<file path="src/rtl/patch_pkg.sv">
// Shared definitions for the patch command parser: command bytes, FSM state
// encoding, default patch length and the checksum accumulate helper.
package patch_pkg;

    localparam logic [7:0] CMD_LOAD    = 8'h3A;  // ':' start a patch load
    localparam logic [7:0] CMD_RST_IDX = 8'h26;  // '&' rewind readback index
    localparam logic [7:0] CMD_READ    = 8'h2A;  // '*' read back one live byte
    localparam logic [7:0] CMD_RESET   = 8'h21;  // '!' restart the target reset hammer

    localparam int PATCH_LEN_DEF = 16;

    typedef enum logic [1:0] {
        ST_IDLE    = 2'd0,
        ST_LOAD    = 2'd1,
        ST_CHECK   = 2'd2,
        ST_TX_WAIT = 2'd3
    } state_e;

    // Running 8-bit checksum: sum of data bytes modulo 256.
    function automatic logic [7:0] sum8_add(input logic [7:0] acc, input logic [7:0] data);
        return acc + data;
    endfunction

endpackage

</file>
<file path="src/rtl/patch_timeout.sv">
// Inter-byte timeout: loadable down-counter. load_i reloads the full window;
// while en_i is high the window drains one per cycle and expired_o strobes
// on the last cycle of an uninterrupted window.
module patch_timeout #(
    parameter int unsigned TIMEOUT_CYCLES = 1000000
) (
    input  logic clk_i,
    input  logic rst_ni,
    input  logic load_i,
    input  logic en_i,
    output logic expired_o
);

    localparam int unsigned CW = $clog2(TIMEOUT_CYCLES + 1);

    logic [CW-1:0] cnt_q;
    logic [CW-1:0] cnt_d;

    // Next count and expiry strobe; a reload always wins over expiry.
    always_comb begin
        cnt_d     = cnt_q;
        expired_o = 1'b0;
        if (load_i) begin
            cnt_d = CW'(TIMEOUT_CYCLES);
        end else if (en_i) begin
            if (cnt_q == CW'(1)) begin
                expired_o = 1'b1;
                cnt_d     = '0;
            end else if (cnt_q != '0) begin
                cnt_d = cnt_q - CW'(1);
            end else begin
                cnt_d = cnt_q;
            end
        end else begin
            cnt_d = cnt_q;
        end
    end

    // Counter register.
    always_ff @(posedge clk_i or negedge rst_ni) begin
        if (!rst_ni) begin
            cnt_q <= '0;
        end else begin
            cnt_q <= cnt_d;
        end
    end

endmodule

</file>
<file path="src/rtl/patch_cmd_parser.sv">
// UART command parser that loads a patch into a shadow buffer, commits it
// atomically into the live table read by the SPI flash responder, reads live
// bytes back over UART and requests target resets.
// Optional build macro PATCH_CHECKSUM_EN: a load carries one extra trailing
// byte (8-bit sum of the data bytes) and commits only when it matches.
// PATCH_LEN must not exceed 16 (the live table spans the 4-bit address space).
module patch_cmd_parser
    import patch_pkg::*;
#(
    parameter int          PATCH_LEN      = PATCH_LEN_DEF,
    parameter int unsigned TIMEOUT_CYCLES = 1000000
) (
    input  logic       clk_s,
    input  logic       rstn_s,
    input  logic       rx_valid,
    input  logic [7:0] rx_data,
    input  logic       tx_ready,
    output logic       tx_send,
    output logic [7:0] tx_data,
    input  logic [3:0] patch_addr,
    output logic [7:0] patch_data,
    output logic       patch_valid,
    output logic       target_rst_req,
    output logic       err
);

`ifdef PATCH_CHECKSUM_EN
    localparam int LOAD_BYTES = PATCH_LEN + 1;
`else
    localparam int LOAD_BYTES = PATCH_LEN;
`endif
    localparam int CNT_W = $clog2(LOAD_BYTES + 1);
    localparam int IDX_W = $clog2(PATCH_LEN);

    state_e           state_q, state_d;
    logic [CNT_W-1:0] cnt_q;
    logic [3:0]       rd_idx_q;
    logic [7:0]       shadow_q [PATCH_LEN];
    logic [7:0]       live_q   [16];
    logic             tx_send_q, err_q, rst_req_q, patch_valid_q;
    logic [7:0]       tx_data_q;
`ifdef PATCH_CHECKSUM_EN
    logic [7:0]       sum_q, chk_q;
`endif

    logic tx_send_d, err_d, rst_req_d;
    logic shadow_we_s, commit_s, abort_s, cnt_clr_s;
    logic rd_clr_s, rd_inc_s, tx_latch_s;
    logic tmo_expired_s, in_load_s, data_byte_s;

    assign in_load_s   = (state_q == ST_LOAD);
    assign data_byte_s = (cnt_q < CNT_W'(PATCH_LEN));

    patch_timeout #(
        .TIMEOUT_CYCLES(TIMEOUT_CYCLES)
    ) u_timeout (
        .clk_i    (clk_s),
        .rst_ni   (rstn_s),
        .load_i   (rx_valid),
        .en_i     (in_load_s),
        .expired_o(tmo_expired_s)
    );

    // FSM next state and per-cycle control strobes.
    always_comb begin
        state_d     = state_q;
        tx_send_d   = 1'b0;
        err_d       = 1'b0;
        rst_req_d   = 1'b0;
        shadow_we_s = 1'b0;
        commit_s    = 1'b0;
        abort_s     = 1'b0;
        cnt_clr_s   = 1'b0;
        rd_clr_s    = 1'b0;
        rd_inc_s    = 1'b0;
        tx_latch_s  = 1'b0;
        case (state_q)
            ST_IDLE: begin
                if (rx_valid) begin
                    case (rx_data)
                        CMD_LOAD: begin
                            cnt_clr_s = 1'b1;
                            state_d   = ST_LOAD;
                        end
                        CMD_RST_IDX: rd_clr_s = 1'b1;
                        CMD_READ: begin
                            tx_latch_s = 1'b1;
                            rd_inc_s   = 1'b1;
                            state_d    = ST_TX_WAIT;
                        end
                        CMD_RESET: rst_req_d = 1'b1;
                        default: state_d = ST_IDLE;
                    endcase
                end else begin
                    state_d = ST_IDLE;
                end
            end
            ST_LOAD: begin
                if (rx_valid) begin
                    shadow_we_s = 1'b1;
                    if (cnt_q == CNT_W'(LOAD_BYTES - 1)) begin
                        state_d = ST_CHECK;
                    end else begin
                        state_d = ST_LOAD;
                    end
                end else if (tmo_expired_s) begin
                    abort_s = 1'b1;
                    err_d   = 1'b1;
                    state_d = ST_IDLE;
                end else begin
                    state_d = ST_LOAD;
                end
            end
            ST_CHECK: begin
                err_d   = rx_valid;
                state_d = ST_IDLE;
`ifdef PATCH_CHECKSUM_EN
                if (sum_q == chk_q) begin
                    commit_s = 1'b1;
                end else begin
                    err_d = 1'b1;
                end
`else
                commit_s = 1'b1;
`endif
            end
            ST_TX_WAIT: begin
                err_d = rx_valid;
                if (tx_ready) begin
                    tx_send_d = 1'b1;
                    state_d   = ST_IDLE;
                end else begin
                    state_d = ST_TX_WAIT;
                end
            end
            default: state_d = ST_IDLE;
        endcase
    end

    // State and registered output strobes / transmit byte / valid flag.
    always_ff @(posedge clk_s or negedge rstn_s) begin
        if (!rstn_s) begin
            state_q       <= ST_IDLE;
            tx_send_q     <= 1'b0;
            err_q         <= 1'b0;
            rst_req_q     <= 1'b0;
            tx_data_q     <= 8'h00;
            patch_valid_q <= 1'b0;
        end else begin
            state_q   <= state_d;
            tx_send_q <= tx_send_d;
            err_q     <= err_d;
            rst_req_q <= rst_req_d;
            if (tx_latch_s) begin
                tx_data_q <= live_q[rd_idx_q];
            end
            if (commit_s) begin
                patch_valid_q <= 1'b1;
            end
        end
    end

    // Load byte counter and readback index (index wraps 15 -> 0 naturally).
    always_ff @(posedge clk_s or negedge rstn_s) begin
        if (!rstn_s) begin
            cnt_q    <= '0;
            rd_idx_q <= 4'd0;
        end else begin
            if (cnt_clr_s) begin
                cnt_q <= '0;
            end else if (shadow_we_s) begin
                cnt_q <= cnt_q + CNT_W'(1);
            end
            if (rd_clr_s) begin
                rd_idx_q <= 4'd0;
            end else if (rd_inc_s) begin
                rd_idx_q <= rd_idx_q + 4'd1;
            end
        end
    end

    // Shadow buffer: filled during a load, wiped when a load times out.
    always_ff @(posedge clk_s or negedge rstn_s) begin
        if (!rstn_s) begin
            for (int i = 0; i < PATCH_LEN; i++) shadow_q[i] <= 8'h00;
        end else if (abort_s) begin
            for (int i = 0; i < PATCH_LEN; i++) shadow_q[i] <= 8'h00;
        end else if (shadow_we_s && data_byte_s) begin
            shadow_q[cnt_q[IDX_W-1:0]] <= rx_data;
        end
    end

`ifdef PATCH_CHECKSUM_EN
    // Running sum of data bytes and the received checksum byte.
    always_ff @(posedge clk_s or negedge rstn_s) begin
        if (!rstn_s) begin
            sum_q <= 8'h00;
            chk_q <= 8'h00;
        end else if (cnt_clr_s) begin
            sum_q <= 8'h00;
        end else if (shadow_we_s && data_byte_s) begin
            sum_q <= sum8_add(sum_q, rx_data);
        end else if (shadow_we_s) begin
            chk_q <= rx_data;
        end
    end
`endif

    // Live table: whole shadow copied in one edge so readers never see a mix.
    always_ff @(posedge clk_s or negedge rstn_s) begin
        if (!rstn_s) begin
            for (int i = 0; i < 16; i++) live_q[i] <= 8'h00;
        end else if (commit_s) begin
            for (int i = 0; i < PATCH_LEN; i++) live_q[i] <= shadow_q[i];
        end
    end

    assign patch_data     = live_q[patch_addr];
    assign tx_send        = tx_send_q;
    assign tx_data        = tx_data_q;
    assign patch_valid    = patch_valid_q;
    assign target_rst_req = rst_req_q;
    assign err            = err_q;

endmodule
</file>
<file path="config.mk">
export PLATFORM = sky130hd
export DESIGN_NAME = patch_cmd_parser
export DESIGN_NICKNAME = d
export VERILOG_FILES = /design/src/rtl/patch_pkg.sv /design/src/rtl/patch_timeout.sv /design/src/rtl/patch_cmd_parser.sv
export SDC_FILE = /design/constraint.sdc
export NUM_CORES = 1
export LEC_CHECK = 0
export ABC_AREA = 0
export CAP_MARGIN = 40
export CORE_MARGIN = 2
export CORE_UTILIZATION = 50
export CTS_BUF_LIST = sky130_fd_sc_hd__clkbuf_8
export CTS_CLUSTER_DIAMETER = 30
export DETAILED_ROUTE_END_ITERATION = 7
export PLACE_DENSITY = 0.67
export SETUP_SLACK_MARGIN = 0.02
export SLEW_MARGIN = 0
export SYNTH_ARGS = -nofsm -noshare
export SYNTH_HDL_FRONTEND = slang
export SYNTH_SLANG_ARGS = --single-unit
</file>
<file path="constraint.sdc">
create_clock -name clk_s -period 3.7 [get_ports clk_s]
set_input_delay 0.555 -clock clk_s [delete_from_list [all_inputs] [get_ports clk_s]]
set_output_delay 0.555 -clock clk_s [all_outputs]
set_load 0.01 [all_outputs]
</file>
* Word level (Yosys, flattened, before mapping)
Cells that the tools add are included.
Word-level totals: register bits 299, output and inout bits 20
Operators by class: add/subtract/negate cells 3, $lt $le $gt $ge 5, equal/unequal tests 10, multiplexer cells 50, bitwise logic cells 3, reductions and logical operators 12
Operators by type and width (number):
- 128-bit two-way mux | 2
- 128-bit bitwise mux | 1
- 20-bit two-way mux | 4
- 8-bit binary-select mux with 4-bit select | 2
- 8-bit two-way mux | 5
- 8-bit demux with 4-bit select | 1
- 8-bit by 6-bit == test with 1-bit output (second input constant) | 4
- 1-bit two-way mux | 24
- 20-bit by 1-bit == test with 1-bit output (second input constant) | 1
- 20-bit nonzero test | 1
- 20-bit by 1-bit subtractor with 20-bit output (second input constant) | 1
- 5-bit >= comparator (second input constant) | 3
- 4-bit inverter with 5-bit output | 3
- 5-bit two-way mux | 2
- 2-bit two-way mux | 4
- 4-bit two-way mux | 2
- 2-bit case mux with 4 select lines | 1
- 2-bit nonzero test | 4
- 2-bit case mux with 3 select lines | 1
- 5-bit by 1-bit adder with 5-bit output (second input constant) | 1
- 5-bit by 4-bit == test with 1-bit output (second input constant) | 1
- 5-bit by 1-bit less-than comparator with 1-bit output (second input constant) | 1
- 5-bit less-than comparator (second input constant) | 1
- 4-bit by 1-bit adder with 4-bit output (second input constant) | 1
- 9 further kinds | 12

* Longest topological paths before layout
depth in word-level cells 8, mapped depth 8, depth with buffers taken out 7

* Hierarchy
From an unflattened synthesis, not the netlist that was laid out.
Unflattened totals: cell total of the unflattened synthesis 1081, area total of the unflattened synthesis 14595.2 um2
By module, submodules not included:
- patch_cmd_parser | instances 1, cells each 928, area each 13284.0 um2
- patch_timeout | instances 1, cells each 153, area each 1311.3 um2

* Worst setup path before layout
Ideal clock, no wire load.
kind input to output, from in patch_addr[0], to out patch_data[0], arrival 2.097 ns, data required time 3.145 ns, slack 1.048 ns, stages 4, path through clkbuf_1 -> buf_2 -> mux4_2 -> mux4_2
Between the ends: word-level cells in the longest chain between the ends 4
Ends and longest elaborated chain:
- from (decl) | line patch_cmd_parser.sv:20 | input logic [3:0] patch_addr,
- 4-bit inverter with 5-bit output (implied by the code) | line patch_cmd_parser.sv:218 | assign patch_data = live_q[patch_addr];
- 8-bit binary-select mux with 4-bit select | line patch_cmd_parser.sv:218
- 8-bit two-way mux (implied by the code) (2 in a row) | line patch_cmd_parser.sv:218
- to (decl) | line patch_cmd_parser.sv:21 | output logic [7:0] patch_data,
Every way passes these cells. The select of a mux whose other input is x is not followed.

* Worst setup path in the final report
from reg live_q[2] in the netlist's numbering, to out patch_data[2]
Between the ends: word-level cells in the longest chain between the ends 3
Ends and longest elaborated chain:
- from (decl) | line patch_cmd_parser.sv:39 | logic [7:0] live_q [16];
- 8-bit binary-select mux with 4-bit select | line patch_cmd_parser.sv:218
- 8-bit two-way mux (implied by the code) (2 in a row) | line patch_cmd_parser.sv:218
Every way passes these cells. The select of a mux whose other input is x is not followed.

==> impl_metrics.ini <==
[grt]
overflow = 0
antenna_found_initial = 0
grt_pass1_wl_mm = 59.40
track_usage_pct = 25.75
grt_pass1_vias = 10090
grt_max_degree = 102

[power_and_ir_drop]
total_power_mw = 10.99
ir_worst_vdd_v = 0.0004012
p_leak_nw = 7.659
p_per_area_nw_per_um2 = 659.8

[cells_and_area]
area_growth_pct = 15.86
n_antenna_cell = 0
nets = 1237
fin_cells = 1648
drive_above_1_share_pct = 30.54
final_common_cell = dfrtp_1
post-route-util_pct = 58.49
layout_common_cells = dfrtp_1 (298), mux2_2 (136), nand2_1 (115), a21oi_1 (84), nand3_1 (82)
fin_area_um2 = 16650

[synth]
yosys.cell_types.count = 59
yosys_warnings = 0
syn_nets = 1183
synth_edf_count = 0
ys_async_sr_fraction_pct = 100.0
synthFlopType = dfrtp_1
yosys-top-cells-area = dfrtp_1 (52%), mux4_2 (11%), mux2_2 (11%)
synth_top_cell_by_area = dfrtp_1
synth_seq_cells = 299
avgSynthCellArea_um2 = 12.41
synth_cells = 1158
syn-cell-area_um2 = 14370
ys_seq_area_share_pct = 52.06
yosysTopAreaCellShare_pct = 52.06

[routing]
wl_mm = 37.71
wire_per_inst_um = 22.88
route.vias.total = 9890
postRouteAntennaNets = 0
initialDrtViolationCount = 947
vias_per_cell = 6.001
drc = 0
dr.pass1.iters = 7

[timing]
tightest_slew_ps = 921.0
fin_tns_setup_ps = 0
min_period_ps = 3154
slew_viol_final = 0
holdWs_ps = 462.6
maxSlewHeadroom_pct = 38.60
worst_slack_ps = 546.4
hold_viol_final = 0
setup_viol = 0
fin_skew_ps = 38.42
fin_crit_sh_pct = 85.23
rsz0062_at_grt = false
fmax_mhz = 317.1

[critical_path]
crit_required_ps = 3140
reg2reg_to = shadow_q[74]
cp.arrival_ps = 2600
crit_path_start = live_q[2]
worst-path-buf-inv = 1
startpoint_type = flop
critPathMaxFanout = 3
path_cells = mux4_2 -> mux4_2 -> clkdlybuf4s50_1
cpMostUsedCell = mux4_2
max_stage_delay_ps = 560
cp_top_family = multiplexers
reg2reg_from = u_timeout.cnt_q[2]
worstSetupPathType = reg -> out
slowest_stage = clkdlybuf4s50_1
reg2reg_slack_ps = 1060
crit_path_end_kind = primary output
reg2reg_depth = 6

[floorplan]
pin_count = 36
die_w_um = 173.5
die_h_um = 173.5
fp.dieArea_um2 = 30120
core_area_um2 = 28470
start_util_pct = 50.48
row_count = 62

[clocking]
cts_max_level = 3
cts_resized = 0
clkTransAtPathRegs_ps = 50
cts.path.max_buffers = 3
cts_buffers = 70
cts_sinks = 299
clk_latency_ps = 600
ctsRootBufferMaster = clkbuf_8
cts_tree = yes

[outcome]
status = completed

[min_path]
worstHoldStart = patch_valid
hold_path_end = patch_valid
hold_depth = 1
min_path_type = reg -> reg

[placement]
gp_routability_congestion = 0.8513
dpl_cell_area_um2 = 15140
port_buffers = 35
dp.final_hpwl_mm = 24.80
post-place-ws_ps = 572.3
dp.cells = 1523

[flow_run]
drv_cap = 0
==> worst register-to-register path, cell delays in order (launching register included) <==
cell     delay (ps)
dfrtp_1         450
nor4_4          520
and4_1          270
and3_1          290
and2_4          350
buf_4           510
nor2_1          130
==> metal layers <==
layer	global-route usage, %	vias up	wire (µm)	part of all wire (%)
met5	0	-	0	0
met4	12.68	0	1527	4.0
met3	4.452	104	2248	6.0
met2	40.65	373	17860	47
met1	34.77	5092	16070	43
li1	-	4321	-	-
==> synthesized netlist by cell type, types with 3 or more instances <==
cell type,number
a21o_1,4
and3_1,6
nor4_2,4
or2_2,3
buf_2,21
nor3b_1,4
o211ai_1,9
buf_6,13
mux2i_1,66
or4_1,4
nor2_1,77
xor2_1,3
a21oi_1,84
xnor2_1,3
inv_1,10
ha_1,9
nor2b_1,4
nand4_1,4
a31o_2,3
a211o_1,4
o21ai_2,3
clkbuf_1,47
nand3b_1,3
mux4_2,72
o31ai_1,6
dfrtp_1,299
nor4_1,4
nand2_1,115
o21ai_0,9
nand3_1,82
nor3_1,6
buf_1,6
and2_1,3
mux2_2,136
==> final cells by class <==
class,count,area [µm²]
Sequential cell,299,7483
Multi-Input combinational cell,758,6389
Clock buffer,76,1046
Fill cell,2318,11820
Inverter,10,37.54
Timing Repair Buffer,73,760.7
Clock inverter,48,455.4
Tap cell,384,480.5
==> worst max-delay path by stage <==
stage,endpoint,slack [ps],cells after the start
floorplan,patch_data[0],1050,4
global placement,patch_data[2],600,5
detailed placement,patch_data[2],570,5
CTS,patch_data[6],530,3
global route,patch_data[2],520,5
finish,patch_data[2],550,3
==> cells by family (layout without fill, tap and decap cells) <==
logic type / after synthesis / in the layout / share of synthesized area (%)
compound gates: 131 / 131 / 5.310
fa+ha+maj: 9 / 9 / 0.7835
mux: 274 / 274 / 26.53
flops: 299 / 299 / 52.06
simple gates: 338 / 338 / 11.32
xor+xnor: 6 / 6 / 0.3657
buf+inv: 101 / 207 / 3.630
==> registers in the layout, indices dropped and copies added, names as in the netlist <==
| signal | cells |
|---|---|
| u_timeout.cnt_q | 20 |
| target_rst_req | 1 |
| cnt_q | 5 |
| tx_data | 8 |
| rd_idx_q | 4 |
| shadow_q | 128 |
| live_q | 128 |
| patch_valid | 1 |
| state_q | 2 |
| err | 1 |
| tx_send | 1 |
==> where the power goes <==
part           internal [mW]  leakage, nW  switching, mW  total (mW)
logic                   1.01         2.82           1.18        2.19
registers               4.10         4.02          0.626        4.73
clock network           2.47        0.823           1.60        4.07
total                   7.58         7.66           3.41        11.0
==> what timing repair did <==
item                                   in CTS  in global routing
setup endpoints to repair                   0                  0
setup buffers                               0                  0
hold buffers                                1                  0
endpoints found under the hold margin      61                  0
No activity file was read; power rests on OpenSTA's default activity.
